===== src/rtl/serial_load_ctrl.sv =====
//------------------------------------------------------------------------------
// Module   : serial_load_ctrl
// Brief    : Takes a parallel word over valid/ready and shifts it MSB-first,
//            with optional even parity, into a mux-hold flip-flop chain.
// Revision : 1.0  initial release
//------------------------------------------------------------------------------
`default_nettype none

module serial_load_ctrl #(
  parameter int WIDTH     = 8,
  parameter int PARITY_EN = 0
) (
  input  logic             clk,
  input  logic             reset_n,
  input  logic [WIDTH-1:0] load_data,
  input  logic             load_valid,
  output logic             load_ready,
  input  logic             abort,
  output logic             data,
  output logic             select,
  output logic             busy,
  output logic             done
);

  localparam int TOTAL = WIDTH + PARITY_EN;
  localparam int CW    = $clog2(TOTAL + 1);
  localparam logic [CW-1:0] LAST_BIT = CW'(TOTAL - 1);

  typedef enum logic [1:0] {
    IDLE  = 2'd0,
    SHIFT = 2'd1,
    DONE  = 2'd2
  } state_t;

  state_t            state_q, state_d;
  logic [TOTAL-1:0]  shreg_q, shreg_d;
  logic [CW-1:0]     cnt_q, cnt_d;
  logic              data_q, data_d;
  logic              select_q, select_d;
  logic              busy_q, busy_d;
  logic              done_q, done_d;
  logic              ready_q, ready_d;
  logic [TOTAL-1:0]  frame;
  logic              accept;

  // The frame is the payload followed by its even-parity bit when enabled.
  generate
    if (PARITY_EN != 0) begin : g_parity
      assign frame = {load_data, ^load_data};
    end else begin : g_no_parity
      assign frame = load_data;
    end
  endgenerate

  assign accept = load_valid & ready_q;

  // Next-state logic computes the outputs of the coming cycle so they can be
  // registered alongside the state.
  always_comb begin
    state_d  = state_q;
    shreg_d  = shreg_q;
    cnt_d    = cnt_q;
    data_d   = 1'b0;
    select_d = 1'b0;
    busy_d   = 1'b0;
    done_d   = 1'b0;
    ready_d  = 1'b0;

    case (state_q)
      IDLE: begin
        ready_d = 1'b1;
        if (accept) begin
          state_d  = SHIFT;
          shreg_d  = frame;
          cnt_d    = '0;
          data_d   = frame[TOTAL-1];
          select_d = 1'b1;
          busy_d   = 1'b1;
          ready_d  = 1'b0;
        end
      end
      SHIFT: begin
        if (abort) begin
          state_d = IDLE;
          shreg_d = '0;
          cnt_d   = '0;
          ready_d = 1'b1;
        end else if (cnt_q == LAST_BIT) begin
          state_d = DONE;
          cnt_d   = '0;
          busy_d  = 1'b1;
          done_d  = 1'b1;
        end else begin
          shreg_d  = shreg_q << 1;
          cnt_d    = cnt_q + CW'(1);
          data_d   = shreg_d[TOTAL-1];
          select_d = 1'b1;
          busy_d   = 1'b1;
        end
      end
      DONE: begin
        state_d = IDLE;
        ready_d = 1'b1;
      end
      default: begin
        state_d = IDLE;
        ready_d = 1'b1;
      end
    endcase
  end

  always_ff @(posedge clk or negedge reset_n) begin
    if (!reset_n) begin
      state_q  <= IDLE;
      shreg_q  <= '0;
      cnt_q    <= '0;
      data_q   <= 1'b0;
      select_q <= 1'b0;
      busy_q   <= 1'b0;
      done_q   <= 1'b0;
      ready_q  <= 1'b1;
    end else begin
      state_q  <= state_d;
      shreg_q  <= shreg_d;
      cnt_q    <= cnt_d;
      data_q   <= data_d;
      select_q <= select_d;
      busy_q   <= busy_d;
      done_q   <= done_d;
      ready_q  <= ready_d;
    end
  end

  assign load_ready = ready_q;
  assign data       = data_q;
  assign select     = select_q;
  assign busy       = busy_q;
  assign done       = done_q;

endmodule

`default_nettype wire


===== config.mk =====
export PLATFORM = sky130hd
export DESIGN_NAME = serial_load_ctrl
export DESIGN_NICKNAME = d
export VERILOG_FILES = /design/src/rtl/serial_load_ctrl.sv
export SDC_FILE = /design/constraint.sdc
export NUM_CORES = 1
export LEC_CHECK = 0
export ABC_AREA = 1
export CORE_AREA = 10 10 53 55
export CTS_CLUSTER_DIAMETER = 120
export DETAILED_ROUTE_END_ITERATION = 10
export DIE_AREA = 0 0 63 65
export PLACE_DENSITY = 0.89
export SYNTH_ARGS = -nofsm -noshare
export SYNTH_HDL_FRONTEND = slang
export SYNTH_SLANG_ARGS = --single-unit

===== constraint.sdc =====
create_clock -name clk -period 2.25 [get_ports clk]
set_clock_uncertainty 0.2 [all_clocks]
set_input_delay 0.5625 -clock clk [delete_from_list [all_inputs] [get_ports clk]]
set_output_delay 0.5625 -clock clk [all_outputs]
set_load 0.01 [all_outputs]

[Word-level counts from Yosys, hierarchy flattened]
Index checks and enable logic that the tools add are counted.
Storage, ports and cells
  output and inout bits: 5
  word-level logic and storage cells: 48
  flip-flop bits (word level): 18
  input port bits: 12
Operators by class
  multiplexer cells: 28
  bitwise logic cells: 1
  equal/unequal tests: 5
  reductions and logical operators: 5
  $add $sub $neg: 1
Operators by type and width (number)
  7-bit 2-to-1 mux: 3
  7-bit case mux with 2 select lines: 1
  1-bit 2-to-1 mux: 12
  4-bit 2-to-1 mux: 3
  1-bit case mux with 2 select lines: 4
  4-bit case mux with 2 select lines: 1
  2-bit 2-to-1 mux: 3
  3-bit inequality test (second input constant): 2
  4-bit by 1-bit adder with 4-bit output (second input constant): 1
  4-bit by 3-bit == test with 1-bit output (second input constant): 1
  2-bit case mux with 2 select lines: 1
  2-bit AND reduction: 2
  3-bit AND reduction: 1
  2-bit by 1-bit == test with 1-bit output (second input constant): 1
  2-bit logical NOT: 1
  2-bit inequality test (second input constant): 1
  2-bit nonzero test: 1
  1-bit bitwise AND: 1

[Depth between registers and ports, before layout]
  word-level depth: 4
  depth in mapped cells: 7
  mapped depth without buffers: 7

[Least setup slack after synthesis]
Ideal clock, no wire load.
  path kind: input port to flip-flop
  start point: input abort
  end point: register shreg_q[1]
  data required time: 1.934 ns
  buffers on the path: 1
  arrival: 1.090 ns
  slack: 0.844 ns
  setup time: 0.116 ns
  stages on the path: 5
  path through: buf_2 nor2_4 nand2_8 nand3_1 nand2_1
Between the ends
  longest elaborated chain between the ends: 2
  elaborated cells between the ends (all ways): 4
  classes of those cells: eq/ne: 1; mux: 2; reduce/logical: 1
Ends and longest elaborated chain
  start, declared: RTL line 18  | input logic abort,
  3-bit inequality test (no source line) or 7-bit 2-to-1 mux (tied branches)
  3-bit AND reduction (no source line) or 7-bit case mux with 2 select lines (tied branches)
  end signal, assigned: RTL line 124  | shreg_q <= shreg_d;
  end, declared: RTL line 36  | logic [TOTAL-1:0] shreg_q, shreg_d;
Several ways; a longest one is shown, not always the timed one.
A chain may end at the register's enable or synchronous reset.

[Worst setup path in the final report]
  start point: register ready_q (netlist: load_ready)
  end point: output load_ready
RTL lines
  start, declared: RTL line 42  | logic ready_q, ready_d;
  start signal, assigned: RTL line 130  | ready_q <= ready_d;
  end, declared: RTL line 17  | output logic load_ready,
No word-level cell between the ends.

==> flow_metrics.env <==
export IMPL_status="finished, final reports clean"
export IMPL_peakVddDrop_mv=0.427
export IMPL_synth_area_top_cells="dfrtp_1 (45%), nand2_1 (16%), inv_1 (6.0%)"
export IMPL_vias_per_cell=4.79
export IMPL_cts_tree="built"
export IMPL_slowest_stage="dfstp_2"
export IMPL_grt_antenna_before_repair=0
export IMPL_hp_class="reg -> reg"
export IMPL_synth_edf_count=0
export IMPL_p_clk_share_pct=15.1
export IMPL_worstReg2RegEnd="shreg_q[4]"
export IMPL_cp_arrival_ns=1.38
export IMPL_setup_viol=0
export IMPL_grt_pass1_wl_mm=3.33
export IMPL_syn_area_per_cell_um2=8.30
export IMPL_dieArea_um2=4100
export IMPL_insertion_delay_ns=0.30
export IMPL_met3_usage_pct=1.89
export IMPL_routed_wl_mm=2.02
export IMPL_grt_pass1_vias=791
export IMPL_start_util_pct=50.4
export IMPL_hold_ws_ns=0.287
export IMPL_clock_path_buffers=2
export IMPL_synthFlopType="dfrtp_1"
export IMPL_p_int_uw=692
export IMPL_dr_pass1_iters=4
export IMPL_die_height_um=65
export IMPL_startpoint="load_ready"
export IMPL_syn_to_final_growth_pct=22.5
export IMPL_place_inst=155
export IMPL_p_per_area_nw_per_um2=993
export IMPL_grt_remaining_overflow=0
export IMPL_tns_ns=0
export IMPL_cap_viol_max_count=0
export IMPL_drtIter0Drc=38
export IMPL_synth_nets=126
export IMPL_ant_nets=0
export IMPL_crit_chain="clkdlybuf4s50_1"
export IMPL_power_frac_seq_pct=44.8
export IMPL_synth_area_leader_cell="dfrtp_1"
export IMPL_portBuffers=16
export IMPL_rr_startpoint="load_ready"
export IMPL_grt_usage_pct=9.88
export IMPL_max_slew_margin_pct=72.8
export IMPL_syn_cell_area_um2=938
export IMPL_grtUsageMet1_pct=9.64
export IMPL_worst_setup_path_type="reg -> out"
export IMPL_drc_errors=0
export IMPL_switching_share_pct=39.4
export IMPL_post_cts_buffers=0
export IMPL_endpoint_kind="primary output"
export IMPL_yosysMostFrequentCell="nand2_1"
export IMPL_critPathLaunchType="register"
export IMPL_yosys_area_top_type_share_pct=45.3
export IMPL_path_depth=1
export IMPL_cp_slowest_stage_delay_ns=0.55
export IMPL_hp_start="shreg_q[5]"
export IMPL_slew_violations=0
export IMPL_yosysWarnings=0
export IMPL_cts_root_buf="clkbuf_4"
export IMPL_finalPower_uw=1140
export IMPL_utilization_pct=61.8
export IMPL_synth_seq_cells=18
export IMPL_rrSetupSlack_ns=0.70
export IMPL_grt_start_max_net_pins=19
export IMPL_final_layout_size_suffix_gt1_share_pct=14.4
export IMPL_h_tree_depth=1
export IMPL_dr_total_vias=762
export IMPL_worstMarginPinSlew_ns=0.407
export IMPL_p_comb_share_pct=40.1
export IMPL_cts_resized_gates=0
export IMPL_rsz0062_at_grt="no"
export IMPL_layout_nets=146
export IMPL_yosys_top_cells_count="nand2_1 (40), dfrtp_1 (17), inv_1 (15)"
export IMPL_grt_use_met2_pct=18.7
export IMPL_cts_sinks=18
export IMPL_dp_hpwl_mm=1.55
export IMPL_period_minus_slack_ns=2.14
export IMPL_synthDistinctLibCells=22
export IMPL_instances_no_fill=159
export IMPL_n_antenna_cell=0
export IMPL_num_io_pins=17
export IMPL_cts_buffers=3
export IMPL_reg2regPathDepth=5
export IMPL_synthArstFlopShare_pct=100
export IMPL_critical_path_buf_inv_count=1
export IMPL_period_share_pct=95.1
export IMPL_path_max_fanout=3
export IMPL_switching_power_uw=449
export IMPL_fmax_ghz=0.467
export IMPL_num_rows=16
export IMPL_ctsHoldBuffers=0
export IMPL_top_usage_layer="met2"
export IMPL_path_clk_slew_ns=0.11
export IMPL_place_congestion=0.764
export IMPL_cp_endpoint="load_ready"
export IMPL_coreArea_um2=1860
export IMPL_required_ns=1.49
export IMPL_hold_viol=0
export IMPL_die_w_um=63
export IMPL_p_leak_uw=0.000586
export IMPL_synthCells=113
export IMPL_cpLargestDelayFamily="flip-flops"
export IMPL_wl_per_cell_um=12.7
export IMPL_seq_area_frac_synth_pct=48.1
==> sequential cells by signal (all words and copies together), names as in the netlist <==
name / flops
busy: 1
load_ready: 1
data: 1
shreg_q: 7
cnt_q: 4
select: 1
state_q: 2
done: 1
==> cells by family after synthesis <==
| logic type | after synthesis | share of synthesized area, % |
|---|---|---|
| flip-flops | 18 | 48.1 |
| adder cells (fa/ha/maj) | 1 | 1.33 |
| AND/OR/NAND/NOR | 67 | 35.2 |
| buffers and inverters | 19 | 8.53 |
| multiplexers | 1 | 1.07 |
| AO/OA/AOI/OAI | 7 | 5.73 |
==> cell usage in the layout, fill, tap and decap left out <==
cell type,Yosys,routed
nand2_1,40,40
dfrtp_1,17,17
clkdlybuf4s50_1,0,16
inv_1,15,15
nand3_1,8,8
nor2_1,7,7
nand4_1,3,3
nor2_4,3,3
clkbuf_4,0,3
inv_2,2,2
o21ai_0,2,2
nand2_4,2,2
o21ai_2,2,2
o21ai_1,2,2
nand2_2,1,1
nand2_8,1,1
nor2_2,1,1
a21oi_4,1,1
or2_2,1,1
mux2i_1,1,1
ha_1,1,1
clkbuf_1,0,1
dfstp_2,1,1
buf_4,0,1
==> layer usage <==
metal / wire (um) / up-vias
li1: - / 384
met1: 809 / 360
met2: 1140 / 16
met3: 49 / 2
met4: 28 / 0
met5: 0 / -
==> worst min path at each step <==
| stage | to | slack [ns] | depth (start not counted) |
|---|---|---|---|
| 2_1_floorplan | busy | 0.07 | 0 |
| 3_3_place_gp | shreg_q[1] | 0.26 | 2 |
| 3_5_place_dp | shreg_q[5] | 0.27 | 2 |
| 4_1_cts | shreg_q[5] | 0.29 | 2 |
| 5_1_grt | shreg_q[0] | 0.32 | 2 |
| 6_report | shreg_q[5] | 0.29 | 2 |
==> power by group through the flow <==
stage | Combinational (uW) | Clock [uW] | Sequential [uW]
floorplan | 310 | 0 | 513
global placement | 433 | 0 | 510
detailed placement | 459 | 0 | 516
CTS | 462 | 175 | 511
global route | 511 | 188 | 524
finish | 458 | 173 | 511
==> stage by stage <==
step | worst slack (ns) | cell area, um2
floorplan | 0.844 | 938
CTS | 0.0940 | 1150
global route | 0.0580 | 1150
detailed placement | 0.180 | 1120
finish | 0.110 | 1150
global placement | 0.246 | 1120
==> final cells by class <==
| type | count | area, um2 |
|---|---|---|
| inverter | 17 | 63.8 |
| clock buffer | 4 | 26.3 |
| multi-input combinational | 76 | 407 |
| tap | 27 | 33.8 |
| timing repair buffer | 17 | 168 |
| sequential | 18 | 452 |
| fill | 152 | 712 |
Power figures use the tool's default switching activity.
